## src/rtl/xalu_ise_issue_pkg.sv

```systemverilog
// xalu_ise_issue_pkg -- shared definitions for the xalu_ise issue/writeback stage.
//   OPC_CUSTOM0..3 : RV32 custom opcode encodings (instr[6:0])
//   CUSTOM_0..3    : custom index carried in ise_fn[1:0]
//   state_t        : issue FSM encoding (ST_IDLE / ST_EXEC / ST_RESP)
//   make_fn        : packs the ALU function code {1'b0, funct3, index}
package xalu_ise_issue_pkg;

    localparam logic [6:0] OPC_CUSTOM0 = 7'b0001011;
    localparam logic [6:0] OPC_CUSTOM1 = 7'b0101011;
    localparam logic [6:0] OPC_CUSTOM2 = 7'b1011011;
    localparam logic [6:0] OPC_CUSTOM3 = 7'b1111011;

    localparam logic [1:0] CUSTOM_0 = 2'd0;
    localparam logic [1:0] CUSTOM_1 = 2'd1;
    localparam logic [1:0] CUSTOM_2 = 2'd2;
    localparam logic [1:0] CUSTOM_3 = 2'd3;

    typedef enum logic [1:0] {
        ST_IDLE = 2'd0,
        ST_EXEC = 2'd1,
        ST_RESP = 2'd2
    } state_t;

    function automatic logic [5:0] make_fn(input logic [2:0] funct3, input logic [1:0] idx);
        return {1'b0, funct3, idx};
    endfunction

endpackage

```

## src/rtl/xalu_ise_issue_if.sv

```systemverilog
// xalu_ise_issue_if -- bundles the core request, core writeback response and
// ALU-side signals of the issue stage.
//   slave  : the issue stage (xalu_ise_issue)
//   master : the surrounding core + ALU (or a testbench standing in for them)
interface xalu_ise_issue_if;
    // core request
    logic        req_valid;
    logic        req_ready;
    logic [31:0] req_instr;
    logic [31:0] req_rs1;
    logic [31:0] req_rs2;
    // core writeback response
    logic        rsp_valid;
    logic        rsp_ready;
    logic [31:0] rsp_data;
    logic [4:0]  rsp_rd;
    logic        rsp_illegal;
    // ALU side
    logic        ise_val;
    logic [5:0]  ise_fn;
    logic [6:0]  ise_imm;
    logic [31:0] ise_in1;
    logic [31:0] ise_in2;
    logic        ise_oval;
    logic [31:0] ise_out;

    modport slave (
        input  req_valid, req_instr, req_rs1, req_rs2, rsp_ready, ise_oval, ise_out,
        output req_ready, rsp_valid, rsp_data, rsp_rd, rsp_illegal,
               ise_val, ise_fn, ise_imm, ise_in1, ise_in2
    );

    modport master (
        output req_valid, req_instr, req_rs1, req_rs2, rsp_ready, ise_oval, ise_out,
        input  req_ready, rsp_valid, rsp_data, rsp_rd, rsp_illegal,
               ise_val, ise_fn, ise_imm, ise_in1, ise_in2
    );
endinterface

```

## src/rtl/xalu_ise_issue_dec.sv

```systemverilog
// xalu_ise_issue_dec -- combinational opcode decoder.
//   opcode    in  7  instr[6:0]
//   idx       out 2  custom index (0 when not custom)
//   is_custom out 1  opcode is one of custom-0..3
module xalu_ise_issue_dec
    import xalu_ise_issue_pkg::*;
(
    input  logic [6:0] opcode,
    output logic [1:0] idx,
    output logic       is_custom
);

    always_comb begin
        idx       = CUSTOM_0;
        is_custom = 1'b1;
        case (opcode)
            OPC_CUSTOM0: idx = CUSTOM_0;
            OPC_CUSTOM1: idx = CUSTOM_1;
            OPC_CUSTOM2: idx = CUSTOM_2;
            OPC_CUSTOM3: idx = CUSTOM_3;
            default:     is_custom = 1'b0;
        endcase
    end

endmodule

```

## src/rtl/xalu_ise_issue.sv

```systemverilog
// xalu_ise_issue -- issue/writeback stage in front of the Alzette/Sparkle
// custom-instruction ALU (xalu_ise, instantiated by the parent).
//   ise_clk, ise_rst : clock, asynchronous active-high reset
//   bus (slave)      : req_* core request, rsp_* writeback response,
//                      ise_* ALU operands/result
//   perf_ops, perf_illegal : saturating handshake counters, present only
//                      when XALU_ISE_ISSUE_PERF_EN is defined
// Parameter EXEC_CYCLES (1..15): cycles ise_val is held before the ALU result
// is sampled.
// Flow: IDLE accepts one request; custom ops spend EXEC_CYCLES in EXEC, others
// go straight to RESP flagged illegal; RESP holds the result until rsp_ready.
module xalu_ise_issue
    import xalu_ise_issue_pkg::*;
#(
    parameter int EXEC_CYCLES = 1
) (
    input  logic               ise_clk,
    input  logic               ise_rst,
    xalu_ise_issue_if.slave    bus
`ifdef XALU_ISE_ISSUE_PERF_EN
    ,
    output logic [31:0]        perf_ops,
    output logic [31:0]        perf_illegal
`endif
);

    localparam logic [3:0] CNT_INIT = 4'(EXEC_CYCLES - 1);

    state_t      state_q, state_d;
    logic [3:0]  cnt_q;
    logic [31:0] in1_q, in2_q, data_q;
    logic [5:0]  fn_q;
    logic [6:0]  imm_q;
    logic [4:0]  rd_q;
    logic        illegal_q;

    logic [1:0]  dec_idx;
    logic        dec_custom;
    logic        accept;
    logic        exec_done;
    logic        rsp_hs;

    // rs1/rs2 register-number fields are resolved by the core, not needed here
    logic        unused_instr;
    assign unused_instr = ^bus.req_instr[24:12];

    xalu_ise_issue_dec u_dec (
        .opcode    (bus.req_instr[6:0]),
        .idx       (dec_idx),
        .is_custom (dec_custom)
    );

    assign accept    = (state_q == ST_IDLE) && bus.req_valid;
    assign exec_done = (state_q == ST_EXEC) && (cnt_q == 4'd0);
    assign rsp_hs    = (state_q == ST_RESP) && bus.rsp_ready;

    // state register
    always_ff @(posedge ise_clk or posedge ise_rst) begin
        if (ise_rst) state_q <= ST_IDLE;
        else         state_q <= state_d;
    end

    // next state
    always_comb begin
        state_d = state_q;
        case (state_q)
            ST_IDLE: if (bus.req_valid) state_d = dec_custom ? ST_EXEC : ST_RESP;
            ST_EXEC: if (cnt_q == 4'd0) state_d = ST_RESP;
            ST_RESP: if (bus.rsp_ready) state_d = ST_IDLE;
            default: state_d = ST_IDLE;
        endcase
    end

    // state-decoded outputs
    always_comb begin
        bus.req_ready = 1'b0;
        bus.rsp_valid = 1'b0;
        bus.ise_val   = 1'b0;
        case (state_q)
            ST_IDLE: bus.req_ready = 1'b1;
            ST_EXEC: bus.ise_val   = 1'b1;
            ST_RESP: bus.rsp_valid = 1'b1;
            default: ;
        endcase
    end

    // operand latch, exec countdown and result capture
    always_ff @(posedge ise_clk or posedge ise_rst) begin
        if (ise_rst) begin
            cnt_q     <= '0;
            in1_q     <= '0;
            in2_q     <= '0;
            fn_q      <= '0;
            imm_q     <= '0;
            rd_q      <= '0;
            data_q    <= '0;
            illegal_q <= 1'b0;
        end else if (accept) begin
            in1_q  <= bus.req_rs1;
            in2_q  <= bus.req_rs2;
            fn_q   <= make_fn(bus.req_instr[14:12], dec_idx);
            imm_q  <= bus.req_instr[31:25];
            rd_q   <= bus.req_instr[11:7];
            cnt_q  <= CNT_INIT;
            // non-custom ops skip EXEC, so their response is settled here
            data_q    <= '0;
            illegal_q <= ~dec_custom;
        end else if (exec_done) begin
            data_q    <= bus.ise_oval ? bus.ise_out : 32'd0;
            illegal_q <= ~bus.ise_oval;
        end else if (state_q == ST_EXEC) begin
            cnt_q <= cnt_q - 4'd1;
        end
    end

    assign bus.ise_in1     = in1_q;
    assign bus.ise_in2     = in2_q;
    assign bus.ise_fn      = fn_q;
    assign bus.ise_imm     = imm_q;
    assign bus.rsp_data    = data_q;
    assign bus.rsp_rd      = rd_q;
    assign bus.rsp_illegal = illegal_q;

`ifdef XALU_ISE_ISSUE_PERF_EN
    always_ff @(posedge ise_clk or posedge ise_rst) begin
        if (ise_rst) begin
            perf_ops     <= '0;
            perf_illegal <= '0;
        end else if (rsp_hs) begin
            if (perf_ops != 32'hFFFF_FFFF)
                perf_ops <= perf_ops + 32'd1;
            if (illegal_q && perf_illegal != 32'hFFFF_FFFF)
                perf_illegal <= perf_illegal + 32'd1;
        end
    end
`else
    logic unused_hs;
    assign unused_hs = rsp_hs;
`endif

endmodule

```

## src/flat_wrapper.sv

```systemverilog
// flat-port wrapper written by rule: the top's interface ports become plain ports
module xalu_ise_issue_flat import xalu_ise_issue_pkg::*;
#(
    parameter int EXEC_CYCLES = 1
)
  (ise_clk, ise_rst, bus_req_valid, bus_req_instr, bus_req_rs1, bus_req_rs2, bus_rsp_ready, bus_ise_oval, bus_ise_out, bus_req_ready, bus_rsp_valid, bus_rsp_data, bus_rsp_rd, bus_rsp_illegal, bus_ise_val, bus_ise_fn, bus_ise_imm, bus_ise_in1, bus_ise_in2);
  xalu_ise_issue_if bus_i ();
  input  logic ise_clk;
  input  logic ise_rst;
  input wire logic [$bits(bus_i.req_valid)-1:0] bus_req_valid;
  input wire logic [$bits(bus_i.req_instr)-1:0] bus_req_instr;
  input wire logic [$bits(bus_i.req_rs1)-1:0] bus_req_rs1;
  input wire logic [$bits(bus_i.req_rs2)-1:0] bus_req_rs2;
  input wire logic [$bits(bus_i.rsp_ready)-1:0] bus_rsp_ready;
  input wire logic [$bits(bus_i.ise_oval)-1:0] bus_ise_oval;
  input wire logic [$bits(bus_i.ise_out)-1:0] bus_ise_out;
  output wire logic [$bits(bus_i.req_ready)-1:0] bus_req_ready;
  output wire logic [$bits(bus_i.rsp_valid)-1:0] bus_rsp_valid;
  output wire logic [$bits(bus_i.rsp_data)-1:0] bus_rsp_data;
  output wire logic [$bits(bus_i.rsp_rd)-1:0] bus_rsp_rd;
  output wire logic [$bits(bus_i.rsp_illegal)-1:0] bus_rsp_illegal;
  output wire logic [$bits(bus_i.ise_val)-1:0] bus_ise_val;
  output wire logic [$bits(bus_i.ise_fn)-1:0] bus_ise_fn;
  output wire logic [$bits(bus_i.ise_imm)-1:0] bus_ise_imm;
  output wire logic [$bits(bus_i.ise_in1)-1:0] bus_ise_in1;
  output wire logic [$bits(bus_i.ise_in2)-1:0] bus_ise_in2;
  assign bus_i.req_valid = bus_req_valid;
  assign bus_i.req_instr = bus_req_instr;
  assign bus_i.req_rs1 = bus_req_rs1;
  assign bus_i.req_rs2 = bus_req_rs2;
  assign bus_i.rsp_ready = bus_rsp_ready;
  assign bus_i.ise_oval = bus_ise_oval;
  assign bus_i.ise_out = bus_ise_out;
  assign bus_req_ready = bus_i.req_ready;
  assign bus_rsp_valid = bus_i.rsp_valid;
  assign bus_rsp_data = bus_i.rsp_data;
  assign bus_rsp_rd = bus_i.rsp_rd;
  assign bus_rsp_illegal = bus_i.rsp_illegal;
  assign bus_ise_val = bus_i.ise_val;
  assign bus_ise_fn = bus_i.ise_fn;
  assign bus_ise_imm = bus_i.ise_imm;
  assign bus_ise_in1 = bus_i.ise_in1;
  assign bus_ise_in2 = bus_i.ise_in2;
  xalu_ise_issue #(.EXEC_CYCLES(EXEC_CYCLES)) u_core (.ise_clk(ise_clk), .ise_rst(ise_rst), .bus(bus_i));
endmodule
```

## config.mk

```make
export PLATFORM = sky130hd
export DESIGN_NAME = xalu_ise_issue_flat
export DESIGN_NICKNAME = d
export VERILOG_FILES = /design/src/rtl/xalu_ise_issue_pkg.sv /design/src/rtl/xalu_ise_issue_if.sv /design/src/rtl/xalu_ise_issue_dec.sv /design/src/rtl/xalu_ise_issue.sv /design/src/flat_wrapper.sv
export SDC_FILE = /design/constraint.sdc
export NUM_CORES = 1
export LEC_CHECK = 0
export BUFFER_PORTS_ARGS = -buffer_cell sky130_fd_sc_hd__buf_2
export CAP_MARGIN = 20
export CORE_UTILIZATION = 48
export DETAILED_ROUTE_END_ITERATION = 12
export HOLD_SLACK_MARGIN = 0.05
export PLACE_DENSITY = 0.85
export SYNTH_ARGS = -nofsm -noshare
export SYNTH_HDL_FRONTEND = slang
export SYNTH_SLANG_ARGS = --single-unit
```

## constraint.sdc

```tcl
create_clock -name ise_clk -period 8 [get_ports ise_clk]
set_input_delay 1.6 -clock ise_clk [delete_from_list [all_inputs] [get_ports ise_clk]]
set_output_delay 1.6 -clock ise_clk [all_outputs]
set_load 0.03 [all_outputs]
```

==> results of run 1 <==
-- registers in the layout, indices dropped and copies added (netlist names) --
register / count
u_core.bus.ise_fn: 5
u_core.bus.ise_imm: 7
u_core.bus.ise_in1: 32
u_core.bus.ise_in2: 32
u_core.bus.rsp_data: 32
u_core.bus.rsp_illegal: 1
u_core.bus.rsp_rd: 5
u_core.cnt_q: 4
u_core.state_q: 2
-- placed cells by master (no fill, tap or decap), drive strengths merged, types with 3 or more instances in the layout --
cell type / n
nand2: 244
buf: 244
clkbuf: 18
inv: 7
nand3: 3
o21ai: 4
clkinv: 5
bufinv: 5
dfrtp: 120
nor2: 4
a22o: 31
mux2i: 3
-- per-stage QoR --
stage,hold WS [ps],setup WS (ps),utilization (%),std cells
global placement,452,4820,63.0,807
global route,486,4790,70.2,841
CTS,471,4850,70.0,840
floorplan,503,3210,-,463
detailed placement,457,4840,63.1,808
finish,466,4870,70.2,841
-- area by class of cell --
| type | instances | area, sq um | area share [%] |
|---|---|---|---|
| clock inverters | 14 | 223 | 3.40 |
| clock buffers | 18 | 418 | 6.39 |
| multi-input cells | 311 | 1470 | 22.4 |
| flip-flops and latches | 120 | 3000 | 45.9 |
| well taps | 129 | 161 | 2.47 |
| inverters | 5 | 21.3 | 0.325 |
| repair buffers | 244 | 1250 | 19.1 |
-- power groups by stage --
stage / clock [uW] / sequential [uW] / combinational, uW
floorplan: 0 / 969 / 137
global placement: 0 / 762 / 496
detailed placement: 0 / 767 / 511
CTS: 831 / 758 / 512
global route: 859 / 770 / 545
finish: 818 / 758 / 506
-- critical path: stages, from the launching register on --
cell	delay, ps
dfrtp_1	430
nand2b_2	250
inv_2	130
buf_2	220
-- layer usage --
layer	part of all wire, %	GRT usage, %	vias to the layer above	wire (microns)
met1	41	26.3	1892	4600
met3	6.0	6.69	18	674
li1	-	-	1959	-
met5	0	0	-	0
met4	1.8	10.6	0	199
met2	52	39.7	148	5820
-- logic make-up after synthesis --
| family | after synthesis |
|---|---|
| AND/OR/NAND/NOR | 262 |
| flip-flops | 120 |
| AO/OA/AOI/OAI | 42 |
| adder cells (fa/ha/maj) | 2 |
| multiplexers | 3 |
| XOR/XNOR | 1 |
| buffers and inverters | 32 |
| other | 1 |
-- how the worst max path moves through the flow --
stage                                              from                                  end  slack (ps)  cells after the start
after detailed placement                  bus_req_valid     u_core.bus.ise_fn[1]$_DFFE_PP0P_        4840                      4
after floorplan                                 ise_rst     u_core.bus.ise_fn[0]$_DFFE_PP0P_        3210                      1
final                     u_core.state_q[1]$_DFFE_PP0P_                          bus_ise_val        4870                      3
after global placement                    bus_req_valid  u_core.bus.rsp_data[22]$_DFFE_PP0P_        4820                      4
after global routing      u_core.state_q[1]$_DFFE_PP0P_                          bus_ise_val        4790                      3
after CTS                 u_core.state_q[1]$_DFFE_PP0P_                          bus_ise_val        4850                      3
==> key figures, run 1 <==
Routing
  • Detailed Route Iter0 Violations: 159
  • WL per Instance: 13.4 microns
  • Via count: 4017
  • DRT antenna net count: 0
  • DR DRC count: 0
  • Post-Route WL: 11.3 mm
  • First drt pass iteration count: 4
  • Via density: 4.78

Logic synthesis
  • Mux contribution to synthesized area: 0.647%
  • Sequential share of the synthesized area: 64.7%
  • Ys async rst share: 100%
  • Top_reg_cell synth: dfrtp_1
  • Area leader, netlist: dfrtp_1
  • Synth Register Bits: 120
  • Simple-gate share of the synthesized area: 22.3%
  • Largest family of logic cells by synthesized area: simple AND/OR/NAND/NOR gates
  • Leading cell type by number of instances after synthesis: nand2_1
  • Synth top area share: 64.7%
  • Yosys warning total: 0
  • Syn Nets: 598
  • XOR/XNOR Fraction of Synth Area: 0.189%
  • Post-Synthesis Mean Instance Area: 10.0 sq um
  • Post-synth EDFFs: 0
  • Post-Synth Adder-Cell Area: 0.539%
  • Synth Area in Compound Gates: 7.65%
  • Mapped Area: 0.00464 sq mm
  • Post-synthesis cell type count: 35
  • Synthesized instance count: 463
  • Synth top cells by count: nand2_1, dfrtp_1, a22o_1, clkbuf_1, buf_6
  • Area contributors post-synth: dfrtp_1, nand2_1, a22o_1, buf_6, buf_2

Setup path
  • CP required: 6400 ps
  • Worst Path Max Fanout: 7
  • Startpoint types: register
  • R2R setup slack: 5950 ps
  • Critical R2R Launch: u_core.cnt_q[0]$_DFFE_PP0P_
  • WP data arrival: 1530 ps
  • Reg2reg end: u_core.bus.rsp_data[4]$_DFFE_PP0P_
  • Crit end category: output pin
  • Type of the worst setup path: register to output pin
  • Worst r2r path cells: 6

Floorplan
  • Core Area: 0.00933 sq mm
  • I/O pins: 251
  • Die W: 100 microns
  • Initial Utilization: 49.8%
  • Die height: 100 microns
  • Full die area: 0.0101 sq mm
  • Row Count: 35

Timing
  • Sum Neg Setup Slack: 0 ps
  • Tightest Pin Transition: 1000 ps
  • Setup Skew: 9.15 ps
  • Slew headroom: 33.1%
  • Final Hold Viols: 0
  • Setup repair after global routing missed its margin: no
  • Max Freq: 320 MHz
  • Fin crit period: 3130 ps
  • Period utilization: 39.1%
  • Final setup viols: 0
  • Final Slew Violations: 0

CTS
  • CTS tree: built
  • Worst skew pair latency: 490 ps
  • Clk slew on worst S/H paths: 60 ps
  • Clk sinks: 120
  • H-tree depth: 4
  • Postcts setup bufs: 0
  • Num CTS Buffers: 17
  • Post_cts resized: 0
  • Hold buffer count at CTS: 0
  • Clk buf depth: 2
  • CTS root buffer: clkbuf_8

Global routing
  • Initial antenna violation count: 0
  • First-pass GRT wire length: 17.9 mm
  • Grt total ovfl: 0
  • Largest net degree at the start of global routing: 89
  • Vias in the first global route: 4057
  • All-Layer GR Usage: 23.0%

Placed design
  • Placer Congestion: 0.784
  • HPWL after detailed placement: 7.94 mm
  • PortBufs: 239
  • DP Area: 0.00589 sq mm

Power and ir drop
  • Internal Power: 1390 uW
  • Largest vdd supply drop: 0.185 mV
  • Sw Pwr: 694 uW
  • Comb pwr share: 24.3%
  • Pwr Density: 318 mW/mm^2
  • Sequential Power Share: 36.4%
  • Leakage: 0.00382 uW
  • Total power: 2080 uW
  • Net switching share of the total power: 33.3%
  • Clock power frac: 39.3%

Status
  • Status: completed

Worst hold path
  • Worst hold path class: register to register
  • Hold path start: u_core.bus.ise_imm[0]$_DFFE_PP0P_
  • Hold endpoint: u_core.bus.ise_imm[0]$_DFFE_PP0P_
  • Worst hold stages: 2

Finish
  • P&R area growth vs syn: 40.9%
  • Fin area: 0.00654 sq mm
  • Layout cells sized above 1: 39.7%
  • Number of antenna repair diodes: 0
  • Filler Cell Count: 742
  • Nets@finish: 834

Flow run
  • Maxcap violations: 0
(Power assumes the default switching activity.)
==> inputs of run 2 (changes only) <==
--- a/config.mk
+++ b/config.mk
@@ -7,10 +7,10 @@
 export LEC_CHECK = 0
 export BUFFER_PORTS_ARGS = -buffer_cell sky130_fd_sc_hd__buf_2
 export CAP_MARGIN = 20
-export CORE_UTILIZATION = 48
+export CORE_UTILIZATION = 45
 export DETAILED_ROUTE_END_ITERATION = 12
 export HOLD_SLACK_MARGIN = 0.05
-export PLACE_DENSITY = 0.85
+export PLACE_DENSITY = 0.8
 export SYNTH_ARGS = -nofsm -noshare
 export SYNTH_HDL_FRONTEND = slang
 export SYNTH_SLANG_ARGS = --single-unit
==> constraint.sdc (replaced) <==
create_clock -name ise_clk -period 3 [get_ports ise_clk]
set_input_delay 0.6 -clock ise_clk [delete_from_list [all_inputs] [get_ports ise_clk]]
set_output_delay 0.6 -clock ise_clk [all_outputs]
set_load 0.03 [all_outputs]
==> run 2 against run 1 <==
  * First-iteration DRC count is 78% higher
  * Critical path type unchanged
  * Largest cell class unchanged
  * Clock power grew to 2.6 times the previous value
  * Critical path depth did not move
==> key figures, run 2 (synthesis results as in run 1) <==
CTS
  • Num CTS Buffers: 17 (unchanged)
  • Clk slew on worst S/H paths: 60 ps (about the same)
  • H-tree depth: 4 (unchanged)
  • CTS root buffer: clkbuf_8 (unchanged)
  • CTS tree: built (unchanged)
  • Hold buffer count at CTS: 0 (unchanged)
  • Post_cts resized: 0 (unchanged)
  • Clk buf depth: 2 (unchanged)
  • Worst skew pair latency: 500 ps (was 490 ps)
  • Clk sinks: 120 (unchanged)
  • Postcts setup bufs: 0 (unchanged)

Routing
  • Detailed Route Iter0 Violations: 283 (was 159)
  • DR DRC count: 0 (unchanged)
  • First drt pass iteration count: 5 (was 4)
  • DRT antenna net count: 0 (unchanged)
  • WL per Instance: 13.6 microns (was 13.4 microns)
  • Post-Route WL: 11.5 mm (was 11.3 mm)
  • Via count: 4051 (was 4017)
  • Via density: 4.79 (was 4.78)

Global routing
  • All-Layer GR Usage: 22.7% (was 23.0%)
  • Vias in the first global route: 4166 (was 4057)
  • Grt total ovfl: 0 (unchanged)
  • Initial antenna violation count: 0 (unchanged)
  • Largest net degree at the start of global routing: 89 (unchanged)
  • GR Util met3: 6.04% (was 6.69%)
  • First-pass GRT wire length: 19.5 mm (was 17.9 mm)
  • Met1 Track Usage GR: 27.1% (was 26.3%)
  • Met2 usage in global routing: 38.2% (was 39.7%)
  • Busiest layer in global routing: met2 (unchanged)

Timing
  • Final Slew Violations: 0 (unchanged)
  • Final Hold Viols: 0 (unchanged)
  • Period utilization: 72.5%
  • Hold Slack: 285 ps (was 466 ps)
  • Worst setup slack after layout: 824 ps (was 4870 ps)
  • Slew headroom: 32.5% (was 33.1%)
  • Max Freq: 460 MHz
  • Sum Neg Setup Slack: 0 ps (unchanged)
  • Fin crit period: 2180 ps
  • Tightest Pin Transition: 1010 ps (was 1000 ps)
  • Setup repair after global routing missed its margin: no (unchanged)
  • Setup Skew: 6.24 ps (was 9.15 ps)
  • Final setup viols: 0 (unchanged)

Finish
  • Number of antenna repair diodes: 0 (unchanged)
  • Most common cell after layout, fill and taps aside: nand2_1 (unchanged)
  • Nets@finish: 835 (was 834)
  • P&R area growth vs syn: 40.9% (about the same)
  • Final Non-Filler Cells: 846 (was 841)
  • Most frequent cells in the layout: nand2_1, buf_2, dfrtp_1 (unchanged)
  • Layout cells sized above 1: 39.8% (was 39.7%)

Floorplan
  • Die W: 104 microns (was 100 microns)
  • Full die area: 0.0107 sq mm (was 0.0101 sq mm)
  • I/O pins: 251 (unchanged)
  • Row Count: 36 (was 35)
  • Initial Utilization: 46.9% (was 49.8%)
  • Die height: 104 microns (was 100 microns)
  • Core Area: 0.00991 sq mm (was 0.00933 sq mm)

Power and ir drop
  • Pwr Density: 837 mW/mm^2 (was 318 mW/mm^2)
  • Leakage: 0.00381 uW (was 0.00382 uW)
  • Total power: 5480 uW (was 2080 uW)
  • Largest vdd supply drop: 0.473 mV (was 0.185 mV)

Setup path
  • Worst r2r path cells: 3 (was 6)
  • Worst Path Max Fanout: 7 (unchanged)
  • Type of the worst setup path: register to output pin (unchanged)
  • WP data arrival: 1580 ps (was 1530 ps)
  • Reg2reg end: u_core.bus.ise_fn[1]$_DFFE_PP0P_ (was u_core.bus.rsp_data[4]$_DFFE_PP0P_)
  • CP required: 2400 ps (was 6400 ps)
  • Startpoint types: register (unchanged)
  • R2R setup slack: 1100 ps (was 5950 ps)
  • Critical R2R Launch: u_core.state_q[0]$_DFFE_PP0P_ (was u_core.cnt_q[0]$_DFFE_PP0P_)
  • Critical path origin: u_core.state_q[1]$_DFFE_PP0P_ (unchanged)
  • Setup crit end: bus_ise_val (unchanged)
  • Crit end category: output pin (unchanged)

Placed design
  • Placer Congestion: 0.801 (was 0.784)
  • PortBufs: 239 (unchanged)
  • Pre-CTS setup slack: 810 ps (was 4840 ps)
  • Dpl cells: 814 (was 808)
  • HPWL after detailed placement: 8.03 mm (was 7.94 mm)

Worst hold path
  • Worst hold path class: primary input to async pin (was register to register)

Status
  • Status: completed (unchanged)

Flow run
  • Maxcap violations: 0 (unchanged)
==> run 2: layer usage <==
| layer | vias up | routed length [microns] | share of wire (%) |
|---|---|---|---|
| li1 | 1958 | - | - |
| met1 | 1911 | 4810 | 42 |
| met2 | 159 | 5800 | 50 |
| met3 | 23 | 690 | 6.0 |
| met4 | 0 | 203 | 1.8 |
| met5 | - | 0 | 0 |
==> run 2: stage by stage <==
| stage | util, % | instance area, sq um |
|---|---|---|
| 2_1_floorplan | - | 4650 |
| 3_3_place_gp | 59.8 | 5930 |
| 3_5_place_dp | 59.8 | 5930 |
| 4_1_cts | 66.1 | 6550 |
| 5_1_grt | 66.1 | 6550 |
| 6_report | 66.1 | 6550 |
==> run 2: final cells by class <==
type / instances / area (sq um)
inverter: 5 / 22.5
multi-input combinational: 311 / 1470
clock inverter: 12 / 174
timing repair buffer: 245 / 1270
fill: 789 / 3360
sequential: 120 / 3000
clock buffer: 20 / 445
tap: 133 / 166
==> run 2: how the worst min path moves through the flow <==
stage / depth (start not counted) / end
after floorplan: 1 / u_core.cnt_q[3]$_DFFE_PP0P_
after global placement: 2 / u_core.bus.ise_imm[1]$_DFFE_PP0P_
after detailed placement: 2 / u_core.bus.ise_in1[21]$_DFFE_PP0P_
after CTS: 3 / u_core.bus.ise_in1[14]$_DFFE_PP0P_
after global routing: 3 / u_core.bus.ise_in1[26]$_DFFE_PP0P_
final: 2 / u_core.bus.ise_in1[7]$_DFFE_PP0P_
==> run 2: critical path: stages, from the launching register on <==
cell,delay (ps)
dfrtp_1,450
nand2b_2,260
inv_2,130
buf_2,220
==> run 2: report_power, final <==
group | switching [uW] | internal (uW) | leakage (uW)
clock | 715 | 1390 | 0.000293
sequential | 142 | 1890 | 0.00154
combinational | 968 | 375 | 0.00198
==> inputs of run 3 (changes only) <==
--- a/config.mk
+++ b/config.mk
@@ -5,12 +5,13 @@
 export SDC_FILE = /design/constraint.sdc
 export NUM_CORES = 1
 export LEC_CHECK = 0
+export ABC_AREA = 1
 export BUFFER_PORTS_ARGS = -buffer_cell sky130_fd_sc_hd__buf_2
 export CAP_MARGIN = 20
-export CORE_UTILIZATION = 45
+export CORE_UTILIZATION = 41
 export DETAILED_ROUTE_END_ITERATION = 12
 export HOLD_SLACK_MARGIN = 0.05
-export PLACE_DENSITY = 0.8
+export PLACE_DENSITY = 0.76
 export SYNTH_ARGS = -nofsm -noshare
 export SYNTH_HDL_FRONTEND = slang
 export SYNTH_SLANG_ARGS = --single-unit
==> constraint.sdc (replaced) <==
create_clock -name ise_clk -period 1.8 [get_ports ise_clk]
set_input_delay 0.36 -clock ise_clk [delete_from_list [all_inputs] [get_ports ise_clk]]
set_output_delay 0.36 -clock ise_clk [all_outputs]
set_load 0.03 [all_outputs]
==> run 3 against run 2 <==
  * Via count rose by 5.4%
  * Clock skew rose by 1.5 ps
  * Flip-flop and latch count did not move
  * Count of clock-buffer cells in the layout is 2 lower
  * Design area increased by 3.4%
  * Hold slack got worse by 240 ps
  * Routed wire length rose by 1.6%
  * Clock power up 59%
  * Worst setup slack lost 650 ps
  * Critical path depth did not move
  * Largest power group is now sequential cells
==> key figures, run 3 <==
Logic synthesis
  • Ys async rst share: 100% (unchanged)
  • Synth top area share: 61.8% (was 64.7%)
  • Post-synth EDFFs: 0 (unchanged)
  • Top_reg_cell synth: dfrtp_1 (unchanged)
  • Area contributors post-synth: dfrtp_1, nand2_1, nand3_1, buf_4, nand2_2 (was dfrtp_1, nand2_1, a22o_1, buf_6, buf_2)
  • Syn Nets: 682 (was 598)
  • Leading cell type by number of instances after synthesis: nand2_1 (unchanged)
  • Sequential share of the synthesized area: 61.8% (was 64.7%)
  • Yosys warning total: 0 (unchanged)
  • Synthesized instance count: 547 (was 463)
  • Synth Register Bits: 120 (unchanged)
  • Area leader, netlist: dfrtp_1 (unchanged)
  • Post-synthesis cell type count: 23 (was 35)
  • Post-Synthesis Mean Instance Area: 8.89 sq um (was 10.0 sq um)
  • Mapped Area: 0.00486 sq mm (was 0.00464 sq mm)
  • Synth top cells by count: nand2_1, dfrtp_1, nand3_1, inv_1, nand2_2 (was nand2_1, dfrtp_1, a22o_1, clkbuf_1, buf_6)

Timing
  • Max Freq: 615 MHz
  • Setup Skew: 7.69 ps (was 6.24 ps)
  • Tightest Pin Transition: 520 ps (was 1010 ps)
  • Setup repair after global routing missed its margin: no (unchanged)
  • Final Slew Violations: 0 (unchanged)
  • Final setup viols: 0 (unchanged)
  • Slew headroom: 65.3% (was 32.5%)
  • Period utilization: 90.3%
  • Final Hold Viols: 0 (unchanged)
  • Fin crit period: 1630 ps

CTS
  • Clk buf depth: 2 (unchanged)
  • Worst skew pair latency: 400 ps (was 500 ps)
  • Clk slew on worst S/H paths: 60 ps (about the same)
  • Hold buffer count at CTS: 0 (unchanged)
  • CTS root buffer: clkbuf_16 (was clkbuf_8)
  • H-tree depth: 4 (unchanged)
  • Num CTS Buffers: 17 (unchanged)
  • Clk sinks: 120 (unchanged)
  • Post_cts resized: 0 (unchanged)
  • CTS tree: built (unchanged)
  • Postcts setup bufs: 0 (unchanged)

Global routing
  • Largest net degree at the start of global routing: 72 (was 89)
  • Grt total ovfl: 0 (unchanged)
  • Vias in the first global route: 4139 (was 4166)
  • All-Layer GR Usage: 19.9% (was 22.7%)
  • Initial antenna violation count: 0 (unchanged)
  • First-pass GRT wire length: 19.7 mm (was 19.5 mm)

Setup path
  • Slowest cell on the critical path: dfrtp_1 (unchanged)
  • Slowest stage delay, CP: 410 ps (was 450 ps)
  • Startpoint types: register (unchanged)
  • CP delay by family, top: flip-flops (unchanged)
  • Crit end category: output pin (unchanged)
  • WP data arrival: 1270 ps (was 1580 ps)
  • Worst Path Max Fanout: 4 (was 7)
  • CP required: 1440 ps (was 2400 ps)
  • CP Cell Sequence: inv_1 -> nor2_2 -> buf_2 (was nand2b_2 -> inv_2 -> buf_2)
  • Type of the worst setup path: register to output pin (unchanged)
  • Worst path buffer plus inverter count: 2 (unchanged)

Power and ir drop
  • Comb pwr share: 24.8% (was 24.5%)
  • Internal Power: 5830 uW (was 3650 uW)
  • Pwr Density: 1310 mW/mm^2 (was 837 mW/mm^2)
  • Net switching share of the total power: 34.2% (was 33.3%)
  • Leakage: 0.00405 uW (was 0.00381 uW)
  • Sequential Power Share: 37.7% (was 37.1%)
  • Largest vdd supply drop: 0.704 mV (was 0.473 mV)
  • Total power: 8870 uW (was 5480 uW)
  • Sw Pwr: 3040 uW (was 1830 uW)
  • Clock power frac: 37.6% (was 38.4%)

Routing
  • Via count: 4270 (was 4051)
  • WL per Instance: 12.4 microns (was 13.6 microns)
  • DRT antenna net count: 0 (unchanged)
  • First drt pass iteration count: 4 (was 5)
  • Met3 routed WL: 768 microns (was 690 microns)
  • WL met1: 5.26 mm (was 4.81 mm)
  • Via density: 4.53 (was 4.79)
  • DR DRC count: 0 (unchanged)
  • Top sig layer: met4 (unchanged)
  • DR WL met2: 5.55 mm (was 5.80 mm)
  • Post-Route WL: 11.7 mm (was 11.5 mm)
  • Detailed Route Iter0 Violations: 194 (was 283)

Flow run
  • Maxcap violations: 0 (unchanged)

Finish
  • Number of antenna repair diodes: 0 (unchanged)
  • Most frequent cells in the layout: nand2_1, buf_2, dfrtp_1 (unchanged)
  • Layout cells sized above 1: 37.5% (was 39.8%)
  • Nets@finish: 921 (was 835)
  • Layout Utilization: 59.0% (was 66.1%)
  • Most common cell after layout, fill and taps aside: nand2_1 (unchanged)
  • P&R area growth vs syn: 39.2% (was 40.9%)

Worst hold path
  • Worst hold path class: primary input to async pin (unchanged)

Floorplan
  • Die W: 111 microns (was 104 microns)
  • Initial Utilization: 42.4% (was 46.9%)
  • Full die area: 0.0123 sq mm (was 0.0107 sq mm)
  • I/O pins: 251 (unchanged)
  • Row Count: 39 (was 36)
  • Die height: 111 microns (was 104 microns)
  • Core Area: 0.0115 sq mm (was 0.00991 sq mm)

Placed design
  • PortBufs: 239 (unchanged)
  • Placer Congestion: 0.756 (was 0.801)
  • HPWL after detailed placement: 8.05 mm (was 8.03 mm)

Status
  • Status: completed (unchanged)
-- run 3: worst paths after layout --
| path | cells after the start | startpoint | slack [ps] | to |
|---|---|---|---|---|
| worst max-delay path | 3 | u_core.state_q[0]$_DFFE_PP0P_ | 170 | bus_ise_val |
| worst min-delay path | 3 | ise_rst | 50 | u_core.bus.ise_in1[19]$_DFFE_PP0P_ |
| worst max register to register | 6 | u_core.state_q[1]$_DFFE_PP0P_ | 340 | u_core.bus.ise_in2[12]$_DFFE_PP0P_ |
| worst min register to register | 2 | u_core.bus.rsp_data[17]$_DFFE_PP0P_ | 460 | u_core.bus.rsp_data[17]$_DFFE_PP0P_ |
| max in group asynchronous | 3 | ise_rst | 1400 | u_core.bus.rsp_data[17]$_DFFE_PP0P_ |
| min in group ise_clk | 3 | bus_req_rs1[27] | 150 | u_core.bus.ise_in1[27]$_DFFE_PP0P_ |
-- run 3: layout make-up --
| class | instances | area [sq um] |
|---|---|---|
| clock buffer | 18 | 439 |
| sequential | 120 | 3000 |
| clock inverter | 14 | 151 |
| inverter | 14 | 58.8 |
| fill | 1057 | 4700 |
| tap | 143 | 179 |
| multi-input combinational | 385 | 1610 |
| timing repair buffer | 248 | 1330 |
-- run 3: cell families after synthesis --
family                     after synthesis  synth area share [%]
buffers and inverters                   42                  5.10
adders and majority gates                2                 0.515
other                                    1                0.0771
DFF                                    120                  61.8
and+or+nand+nor                        375                  31.8
AOI/OAI and AO/OA                        6                 0.617
xor gates and xnor gates                 1                 0.180
-- run 3: through the flow --
stage	std cells	setup TNS (ps)	area (sq um)	hold WS (ps)	worst slack, ps
4_1_cts	942	0	6770	55.5	153
5_1_grt	942	0	6770	66.6	100
3_5_place_dp	910	0	6180	453	327
3_3_place_gp	910	0	6180	450	340
6_report	942	0	6770	49.0	174
2_1_floorplan	547	-3520	4870	470	-29.3
-- run 3: power by group through the flow --
stage,registers (uW),clock network (uW),logic [uW]
2_1_floorplan,4230,0,632
3_3_place_gp,3370,0,2200
3_5_place_dp,3370,0,2230
4_1_cts,3340,3410,2230
5_1_grt,3400,3540,2380
6_report,3340,3330,2200
-- run 3: worst min-delay path, stage by stage --
cell	delay (ps)
buf_2	110
clkinvlp_4	100
buf_12	250
-- run 3: routing by layer --
metal / vias to the layer above / track usage (%)
li1: 2145 / -
met1: 1961 / 25.4
met2: 153 / 32.3
met3: 11 / 6.23
met4: 0 / 6.22
met5: - / 0
